<file path="config.mk">
export PLATFORM = sky130hd
export DESIGN_NAME = tl_sensor_cond
export DESIGN_NICKNAME = d
export VERILOG_FILES = /design/src/rtl/tl_sensor_cond.sv
export SDC_FILE = /design/constraint.sdc
export NUM_CORES = 1
export LEC_CHECK = 0
export ABC_CLOCK_PERIOD_IN_PS = 3500
export CAP_MARGIN = 20
export CORE_MARGIN = 5
export CORE_UTILIZATION = 43
export CTS_BUF_LIST = sky130_fd_sc_hd__clkbuf_8
export DETAILED_ROUTE_END_ITERATION = 7
export DONT_BUFFER_PORTS = 1
export SETUP_SLACK_MARGIN = 0.05
export SYNTH_ARGS = -nofsm -noshare
export SYNTH_HDL_FRONTEND = slang
export SYNTH_SLANG_ARGS = --single-unit
</file>
<file path="constraint.sdc">
create_clock -name clk -period 3.5 [get_ports clk]
set_clock_uncertainty 0.1 [all_clocks]
set_input_delay 1.05 -clock clk [delete_from_list [all_inputs] [get_ports clk]]
set_output_delay 1.05 -clock clk [all_outputs]
set_load 0.05 [all_outputs]
</file>
<file path="src/rtl/tl_sensor_cond.sv">
// Traffic-sensor conditioner: per-street sync, debounce, gap-hold
// and saturating arrival counting feeding the light controller.
module tl_sensor_chan #(
  parameter int DEB_CYCLES  = 4,
  parameter int HOLD_CYCLES = 8,
  parameter int CNT_W       = 8
) (
  input  logic             clk,
  input  logic             reset,
  input  logic             raw,
  input  logic             clr,
  output logic             t,
  output logic             ev,
  output logic [CNT_W-1:0] cnt
);

  localparam int MAXC = (DEB_CYCLES > HOLD_CYCLES) ?
                        DEB_CYCLES : HOLD_CYCLES;
  localparam int RW = $clog2(MAXC + 1);

  // bit 1 of the state code is the traffic-present flag
  localparam logic [1:0] IDLE = 2'd0;
  localparam logic [1:0] QUAL = 2'd1;
  localparam logic [1:0] BUSY = 2'd2;
  localparam logic [1:0] GAP  = 2'd3;

  localparam logic [RW-1:0] DEB_L  = RW'(DEB_CYCLES - 1);
  localparam logic [RW-1:0] HOLD_L = RW'(HOLD_CYCLES - 1);
  localparam logic [RW-1:0] ONE    = RW'(1);
  localparam logic [CNT_W-1:0] CMAX = '1;

  logic          s1;
  logic          s;
  logic [1:0]    state;
  logic [1:0]    nstate;
  logic [RW-1:0] run;
  logic [RW-1:0] nrun;
  logic          arr;

  always_comb begin
    nstate = state;
    nrun   = run;
    arr    = 1'b0;
    unique case (state)
      IDLE: begin
        if (s) begin
          if (DEB_CYCLES == 1) begin
            nstate = BUSY;
            nrun   = '0;
            arr    = 1'b1;
          end else begin
            nstate = QUAL;
            nrun   = ONE;
          end
        end
      end
      QUAL: begin
        if (!s) begin
          nstate = IDLE;
          nrun   = '0;
        end else if (run == DEB_L) begin
          nstate = BUSY;
          nrun   = '0;
          arr    = 1'b1;
        end else begin
          nrun = run + ONE;
        end
      end
      BUSY: begin
        if (!s) begin
          if (HOLD_CYCLES == 1) begin
            nstate = IDLE;
            nrun   = '0;
          end else begin
            nstate = GAP;
            nrun   = ONE;
          end
        end
      end
      GAP: begin
        if (s) begin
          nstate = BUSY;
          nrun   = '0;
        end else if (run == HOLD_L) begin
          nstate = IDLE;
          nrun   = '0;
        end else begin
          nrun = run + ONE;
        end
      end
    endcase
  end

  always_ff @(posedge clk or posedge reset) begin
    if (reset) begin
      s1    <= 1'b0;
      s     <= 1'b0;
      state <= IDLE;
      run   <= '0;
      t     <= 1'b0;
      ev    <= 1'b0;
      cnt   <= '0;
    end else begin
      s1    <= raw;
      s     <= s1;
      state <= nstate;
      run   <= nrun;
      t     <= nstate[1];
      ev    <= arr;
      if (arr) begin
        if (clr)
          cnt <= CNT_W'(1);
        else if (cnt != CMAX)
          cnt <= cnt + CNT_W'(1);
      end else if (clr) begin
        cnt <= '0;
      end
    end
  end

endmodule

module tl_sensor_cond #(
  parameter int DEB_CYCLES  = 4,
  parameter int HOLD_CYCLES = 8,
  parameter int CNT_W       = 8
) (
  input  logic             clk,
  input  logic             reset,
  input  logic             sa_raw,
  input  logic             sb_raw,
  input  logic             clr_cnt,
  output logic             Ta,
  output logic             Tb,
  output logic             ev_a,
  output logic             ev_b,
  output logic [CNT_W-1:0] cnt_a,
  output logic [CNT_W-1:0] cnt_b
);

  tl_sensor_chan #(
    .DEB_CYCLES (DEB_CYCLES),
    .HOLD_CYCLES(HOLD_CYCLES),
    .CNT_W      (CNT_W)
  ) u_a (
    .clk  (clk),
    .reset(reset),
    .raw  (sa_raw),
    .clr  (clr_cnt),
    .t    (Ta),
    .ev   (ev_a),
    .cnt  (cnt_a)
  );

  tl_sensor_chan #(
    .DEB_CYCLES (DEB_CYCLES),
    .HOLD_CYCLES(HOLD_CYCLES),
    .CNT_W      (CNT_W)
  ) u_b (
    .clk  (clk),
    .reset(reset),
    .raw  (sb_raw),
    .clr  (clr_cnt),
    .t    (Tb),
    .ev   (ev_b),
    .cnt  (cnt_b)
  );

endmodule

</file>
Word level (Yosys, flattened, before mapping). Cells that the tools add are included. W data, S select, Z words.

Register bits: 34. Input bits: 5. Output and inout port bits: 20. Word-level logic and storage cells: 91.

Add/sub/neg operators: 4. Eq/ne operators: 20. Muxes and demuxes: 41. Reductions and logical operators: 12.

Operator list (number): $mux W8 (7); $mux W4 (12); $pmux W4 S4 (2); $mux W2 (12); $add A8 B1 Y8 const B (2); $ne A8 B8 Y1 const B (2); $pmux W2 S4 (2); $add A4 B1 Y4 const B (2); $eq A2 B2 Y1 const B (4); $eq A4 B2 Y1 const B (2); $eq A4 B3 Y1 const B (2); $reduce_and A2 Y1 (4); $reduce_and A4 Y1 (2); $reduce_bool A2 Y1 (4); $mux W1 (6); $ne A3 B1 Y1 const B (2); $ne A3 B3 Y1 const B (2); $eq A2 B1 Y1 const B (2); $logic_not A2 Y1 (2); $ne A2 B1 Y1 const B (2); $ne A2 B2 Y1 const B (2).

Logic depth before layout (Yosys ltp). Gate-level depths: netlist of run 1.

Depth after elaboration: 6. Gate-level depth with buffers: 6.

By module. Synthesis of run 1 repeated with hierarchy kept, for this count alone.

Cells, all modules: 182. Area total of the unflattened synthesis: 1820.5 µm².

Modules (own cells, without submodules): tl_sensor_chan (u_b) (instances 1, cells each 91, area an instance 914.6 µm², sequential area each 425.4 µm²); tl_sensor_chan (u_a) (instances 1, cells each 91, area an instance 905.9 µm², sequential area each 425.4 µm²).

Least setup slack after synthesis of run 1. OpenSTA, ideal clock, no wires.

Path kind: reg2reg. Start: register u_a.cnt[0]. End: register u_a.cnt[3]. Setup time: 0.078 ns. Data arrival time: 1.716 ns. Required time: 3.322 ns. Slack: 1.606 ns. Cell stages (with the launch flop): 7. Cells stage by stage: dfrtp_1 > ha_1 > nand3_1 > o211ai_2 > buf_6 > or3_1 > a21oi_1.

Cells in the longest elaborated chain, start to end: 4. Elaborated cells on any way between the ends: 7. Those cells by class: 1 x add/sub; 1 x eq/ne; 3 x mux; 2 x reduce/logical.

Ends and longest elaborated chain: start, declared (line 14) `output logic [CNT_W-1:0] cnt`; start signal, assigned (line 114) `cnt <= cnt + CNT_W'(1);`; $add A8 B1 Y8 (line 114); $mux W8 (line 113) `else if (cnt != CMAX)`; $mux W8 (line 111) `if (clr)`; $mux W8 (line 110) `if (arr) begin`.

Several ways; a longest one is shown, not always the timed one. The select of a mux whose other input is x is not followed. A chain may end at the register's enable or synchronous reset.

Worst setup path after layout of run 1.
Start: register u_a.cnt[3]. End: output cnt_a[3].

RTL lines: end, declared (line 137) `output logic [CNT_W-1:0] cnt_a,`.

No word-level cell between the ends.

==> results of run 1 <==
metal layers:
metal,part of all wire,wire (µm),GRT usage
met1,0.43,1482,0.1769
met2,0.48,1649,0.2393
met3,0.066,227,0.05785
met4,0.026,89,0.06762
met5,0,0,0
area by class of cell:
cell class	count	share of cell area
clock buffers	8	0.05954
inverters	5	0.01015
repair buffers	1	0.004060
flip-flops and latches	34	0.4601
well taps	50	0.03383
multi-input cells	123	0.4323
cell families after synthesis:
kind of cell             Yosys count
AND/OR/NAND/NOR                   66
multiplexers                       4
XOR/XNOR                           6
adder cells (fa/ha/maj)            4
AO/OA/AOI/OAI                     43
buffers and inverters             11
flip-flops                        34
power by group:
part | leakage (nW) | internal, W | switching, W
registers | 0.447 | 0.000427 | 0.0000736
logic | 0.282 | 0.0000623 | 0.0000720
clock network | 0.0575 | 0.000199 | 0.000141
flip-flops by register name (all words and copies together) (netlist names), 4 cells and up, named ones only:
register  count
u_b.cnt       8
u_b.run       4
u_a.run       4
u_a.cnt       8
layout by cell type (no fill, tap or decap), types with 5 or more instances in the layout:
cell type	Yosys	routed
nand2_1	15	15
dfrtp_1	34	34
o21ai_0	13	13
inv_1	5	5
a21oi_1	16	16
clkbuf_8	0	8
or4_1	5	5
nor2_1	7	7
nand3_1	10	10
o31ai_1	5	5
path summary, 6_finish.rpt:
check / endpoint / cells after the start / startpoint / slack [ps]
setup / recovery: cnt_a[3] / 0 / u_a.cnt[3] / 1300
hold / removal: u_b.s / 0 / u_b.s1 / 250
setup reg to reg: u_a.cnt[5] / 5 / u_a.cnt[0] / 1320
hold reg to reg: u_b.s / 0 / u_b.s1 / 250
max in group asynchronous: u_b.ev / 2 / reset / 1980
min in group asynchronous: u_a.run[2] / 1 / reset / 640
Yosys cell counts, types with 3 or more instances:
cell type	instances	share of area
mux2i_1	3	0.018
dfrtp_1	34	0.50
or3_1	4	0.015
nand3b_1	4	0.018
inv_1	5	0.011
nor2_1	7	0.015
o21ai_0	13	0.038
or4_1	5	0.022
ha_1	4	0.029
xor2_1	4	0.021
nand2_1	15	0.033
nand4_1	3	0.011
o31ai_1	5	0.022
a21oi_1	16	0.047
nand3_1	10	0.029
metrics by stage:
step                area, µm²  total power, W
floorplan                1708       0.0006143
global placement         1739       0.0006379
detailed placement       1739       0.0006441
CTS                      1849       0.0009898
global route             1849        0.001037
finish                   1849       0.0009747
==> impl_results.md, run 1 <==
* Hold Slack at 248.7 ps
* CTS Root Cell: clkbuf_8
* GRT overflow at 0
* RSZ-0062 raised after global routing: no
* IO Port Bufs at 0
* Core ar. at about 3900 µm²
* PD cells at 527.1 nW/µm²
* Setup violations, final at 0
* N_diodes at 0
* Synthesized flop and latch total at 34
* Resized cells post-CTS at 0
* Vias in the first global route at 1,294
* Critical Path AT at 1050 ps
* Worst IR drop on VDD at 0.3311 mV
* Largest net degree at the start of global routing at 19
* Worst Path Required at 2350 ps
* Fin. Hold Viols at 0
* Dpl hpwl at 2.420 mm
* Worst slack, placed at 1337 ps
* Final #Nets at roughly 180
* Post-Syn Nets at approximately 180
* Setup ws final at 1296 ps
* Netlist cell types at 42
* Least-Margin Pin Slew at 659.0 ps
* Gpl congestion at 0.8273
* Starting Density at 0.4364
* Pins Over Slew Limit at 0
* Worst hold path type: flip-flop to flip-flop
* Global-route wire length before repair at 6.168 mm
* Layout cell share with drive strength beyond 1 at 0.09357
* Total setup buffers inserted after CTS at 0
* Post-synthesis adder-cell area fraction at 0.02930
* Die footprint at 5332 µm²
* Clk sinks at 34
* Relative slew slack at 0.5602
* # DRC at 0
* Min Clock Period, post-route at about 2200 ps
* Sequential share of the synthesized area at 0.4982
* Status: complete, no violations
* Via density at 5.900
* Final Non-Filler Cells at 221
* Period utilization at 0.6298
* Static Leak at slightly below 0.8 nW
* CTS buffer count at 5
* Vias at 1,304
* CTS Buffer Depth at 2
* Synth warn at 0
* Worst-path clk slew at 70 ps
* Multi-input gate area at 799.5 µm²
* Compound-cell area share of the yosys netlist at 0.1597
* Xor and xnor area share after synthesis at 0.03077
* Achievable Freq at 453.7 MHz
* Crit. End Element: primary output
* Core Util, Final at 0.4725
* Proportion of synthesized area in mux cells at 0.02418
* FF+latch area at 850.8 µm²
* H-Tree Depth at 2
* CTS tree: yes
* Largest family of logic cells by synthesized area: simple AND/OR/NAND/NOR gates
* Post-Route WL at about 3.4 mm
* Clk_lat worst skew at 290 ps
* Cells after Synth at approximately 170
* Setup TNS at 0 ps
* Routed WL per cell at 15.60 µm
* Synth Cell Area at 1708 µm²
* Crit Path Max Fanout at 8
* GRT Total Usage at 0.1497
* DRT antenna net count at 0
* Syn_area_per_cell at 10.17 µm²
* Die width at between 70 and 80 µm
* Die Y-Extent at 73.02 µm
* Layout filler cell count at roughly 390
* Startpoint Class: flip-flop
* Initial drt markers at ~110
* Simple-Gate Fraction of Synth Area at 0.2242
* Layout area overhead at 8.278%
* Row Count at 23
* IO Pins at 25
* Drt first pass iters at 4
* Inst Count DP at 213
* Crit path kind: flip-flop to primary output
* Top FF cell, synth: dfrtp_1
* Ys async rst share at 1.000
* Hold_buf cts at 0
* Initial antenna violation count at 0
* Max cap viols at 0
* Number of flops mapped to enable cells by yosys at 0
(Power assumes the default switching activity.)
==> run 2: changes to the inputs <==
--- a/config.mk
+++ b/config.mk
@@ -5,7 +5,7 @@
 export SDC_FILE = /design/constraint.sdc
 export NUM_CORES = 1
 export LEC_CHECK = 0
-export ABC_CLOCK_PERIOD_IN_PS = 3500
+export ABC_CLOCK_PERIOD_IN_PS = 2100
 export CAP_MARGIN = 20
 export CORE_MARGIN = 5
 export CORE_UTILIZATION = 43
==> constraint.sdc (replaced) <==
create_clock -name clk -period 2.1 [get_ports clk]
set_clock_uncertainty 0.1 [all_clocks]
set_input_delay 0.63 -clock clk [delete_from_list [all_inputs] [get_ports clk]]
set_output_delay 0.63 -clock clk [all_outputs]
set_load 0.05 [all_outputs]
==> impl_results.md, run 2 (synthesis gave the netlist of run 1 again) <==
* Status: complete, no violations
* Worst-path clk slew at 70 ps (about the same)
* Flop-to-flop setup slack at 200 ps (-1120 ps)
* Crit path kind: flip-flop to flip-flop
* Commonest non-fill, non-tap cell in the layout: dfrtp_1
* Starting Density at 0.4364 (unchanged)
* Net switching power at 0.0004820 W (+68%)
* Routed WL per cell at 14.43 µm (-7.5%)
* Worst Path Required at 2210 ps (-140 ps)
* Vias in the first global route at 1,356 (+4.8%)
* Least-Margin Pin Slew at 452.9 ps (-206.1 ps)
* Setup TNS at 0 ps (unchanged)
* Row Count at 23 (unchanged)
* Placed cell area at 1882 µm² (+8.2%)
* Dpl hpwl at 2.522 mm (+4.2%)
* Static Leak at 0.8619 nW (+9.6%)
* Layout cell share with drive strength beyond 1 at 0.1895 (+0.09591)
* Hold_buf cts at 0 (unchanged)
* CTS buffer count at 5 (unchanged)
* Combinational share of power at 0.190 (+0.052)
* Clk sinks at 34 (unchanged)
* N_diodes at 0 (unchanged)
* Critical Path AT at 2010 ps (+960 ps)
* Setup violations, final at 0 (unchanged)
* Die Y-Extent at 73.02 µm (unchanged)
* H-Tree Depth at 2 (unchanged)
* # DRC at 0 (unchanged)
* CTS Buffer Depth at 2 (unchanged)
* Crit. End Element: flip-flop
* Design area at 1997 µm² (+8.0%)
* GRT Total Usage at 0.1468 (-0.002914)
* Worst slack, placed at 154.0 ps (-1183 ps)
* Layout area overhead at 16.92%
* Pins Over Slew Limit at 0 (unchanged)
* GRT overflow at 0 (unchanged)
* Achievable Freq at around 530 MHz
* Startpoint Class: flip-flop
* Min Clock Period, post-route at ~1900 ps
* Die footprint at 5332 µm² (unchanged)
* Largest net degree at the start of global routing at 35 (+16)
* CTS Root Cell: clkbuf_8
* IO Port Bufs at 0 (unchanged)
* Initial drt markers at 79 (-27%)
* Sw Share at 0.3053 (+0.01105)
* Crit Path Max Fanout at 7 (-1)
* Fin. Hold Viols at 0 (unchanged)
* Seq pwr share at 0.494 (-0.020)
* Clk network pwr share at 0.316 (-0.033)
* RSZ-0062 raised after global routing: no
* Worst hold path type: input pin to async pin
* Relative slew slack at 0.6983 (+0.1381)
* Setup ws final at 202.5 ps (-1093 ps)
* DRT antenna net count at 0 (unchanged)
* Post-Route WL at 3.464 mm (+0.49%)
* Vias at 1,356 (+4.0%)
* Power Internal at 0.001097 W (+59%)
* Most frequent cells in the layout: 34 x dfrtp_1, 20 x buf_4, 16 x a21oi_1
* Global-route wire length before repair at 6.092 mm (-1.2%)
* Total setup buffers inserted after CTS at 0 (unchanged)
* Die width at 73.02 µm (unchanged)
* Final #Nets at 198 (+11%)
* Regs by FF count: u_a.cnt: 8 flops, u_b.cnt: 8 flops
* PD cells at 790.7 nW/µm² (+50%)
* Max cap viols at 0 (unchanged)
* Worst IR drop on VDD at 0.3670 mV (+11%)
* Period utilization at 0.9036
* IO Pins at 25 (unchanged)
* Clk_lat worst skew at 290 ps (about the same)
* Via density at 5.650 (-4.2%)
* Drt first pass iters at 4 (unchanged)
* Core ar. at 3914 µm² (unchanged)
* Gpl congestion at 0.8049 (-2.7%)
* CTS tree: yes
* Resized cells post-CTS at 0 (unchanged)
* Initial antenna violation count at 0 (unchanged)
run 2: cell types whose count changed in the layout (fill, tap and decap cells not counted):
cell	delta
o211ai_2	-2
ha_2	+1
buf_4	+19
o211ai_4	+2
ha_1	-1
clkbuf_8	-2
clkinvlp_4	+1
clkinv_2	+1
run 2: area by class of cell:
class,instances,area [µm²]
Clock buffer,6,82.58
Timing Repair Buffer,20,150.1
Clock inverter,2,12.51
Tap cell,50,62.56
Fill cell,362,1917
Inverter,5,18.77
Sequential cell,34,850.8
Multi-Input combinational cell,123,819.5
run 2: final timing paths:
kind,start,endpoint,cells past startpoint
max in group asynchronous,reset,u_a.s,2
setup / recovery,u_b.run[0],u_b.cnt[3],6
hold / removal,reset,u_b.s,2
min in group clk,u_a.s1,u_a.s,0
setup reg to reg,u_b.run[0],u_b.cnt[3],6
hold reg to reg,u_a.s1,u_a.s,0
run 2: power by group through the flow:
| stage | logic, W | clock network [W] | registers, W |
|---|---|---|---|
| 2_1_floorplan | 0.000199 | 0 | 0.000825 |
| 3_3_place_gp | 0.000292 | 0 | 0.000788 |
| 3_5_place_dp | 0.000301 | 0 | 0.000791 |
| 4_1_cts | 0.000300 | 0.000521 | 0.000779 |
| 5_1_grt | 0.000348 | 0.000550 | 0.000789 |
| 6_report | 0.000300 | 0.000499 | 0.000780 |
run 2: per-layer routing:
| metal | GRT usage | wire length, µm | vias up |
|---|---|---|---|
| met5 | 0 | 0 | - |
| met4 | 0.06148 | 59 | 0 |
| met3 | 0.04683 | 215 | 6 |
| met2 | 0.2443 | 1738 | 29 |
| met1 | 0.1735 | 1451 | 658 |
| li1 | - | - | 663 |
run 2: worst max-delay path, cell delays in order (launching register included):
cell	delay, ps
dfrtp_1	390
ha_2	230
and4bb_2	310
o211ai_4	120
buf_4	180
or3_1	340
a21oi_1	160
run 2: through the flow:
stage	instances	hold WS [ps]	total power [W]	utilization
global placement	232	232.1	0.001080	0.4808
finish	240	213.8	0.001579	0.5102
detailed placement	232	241.8	0.001092	0.4808
CTS	240	222.2	0.001600	0.5051
global route	240	248.4	0.001688	0.5102
floorplan	168	231.2	0.001024	-
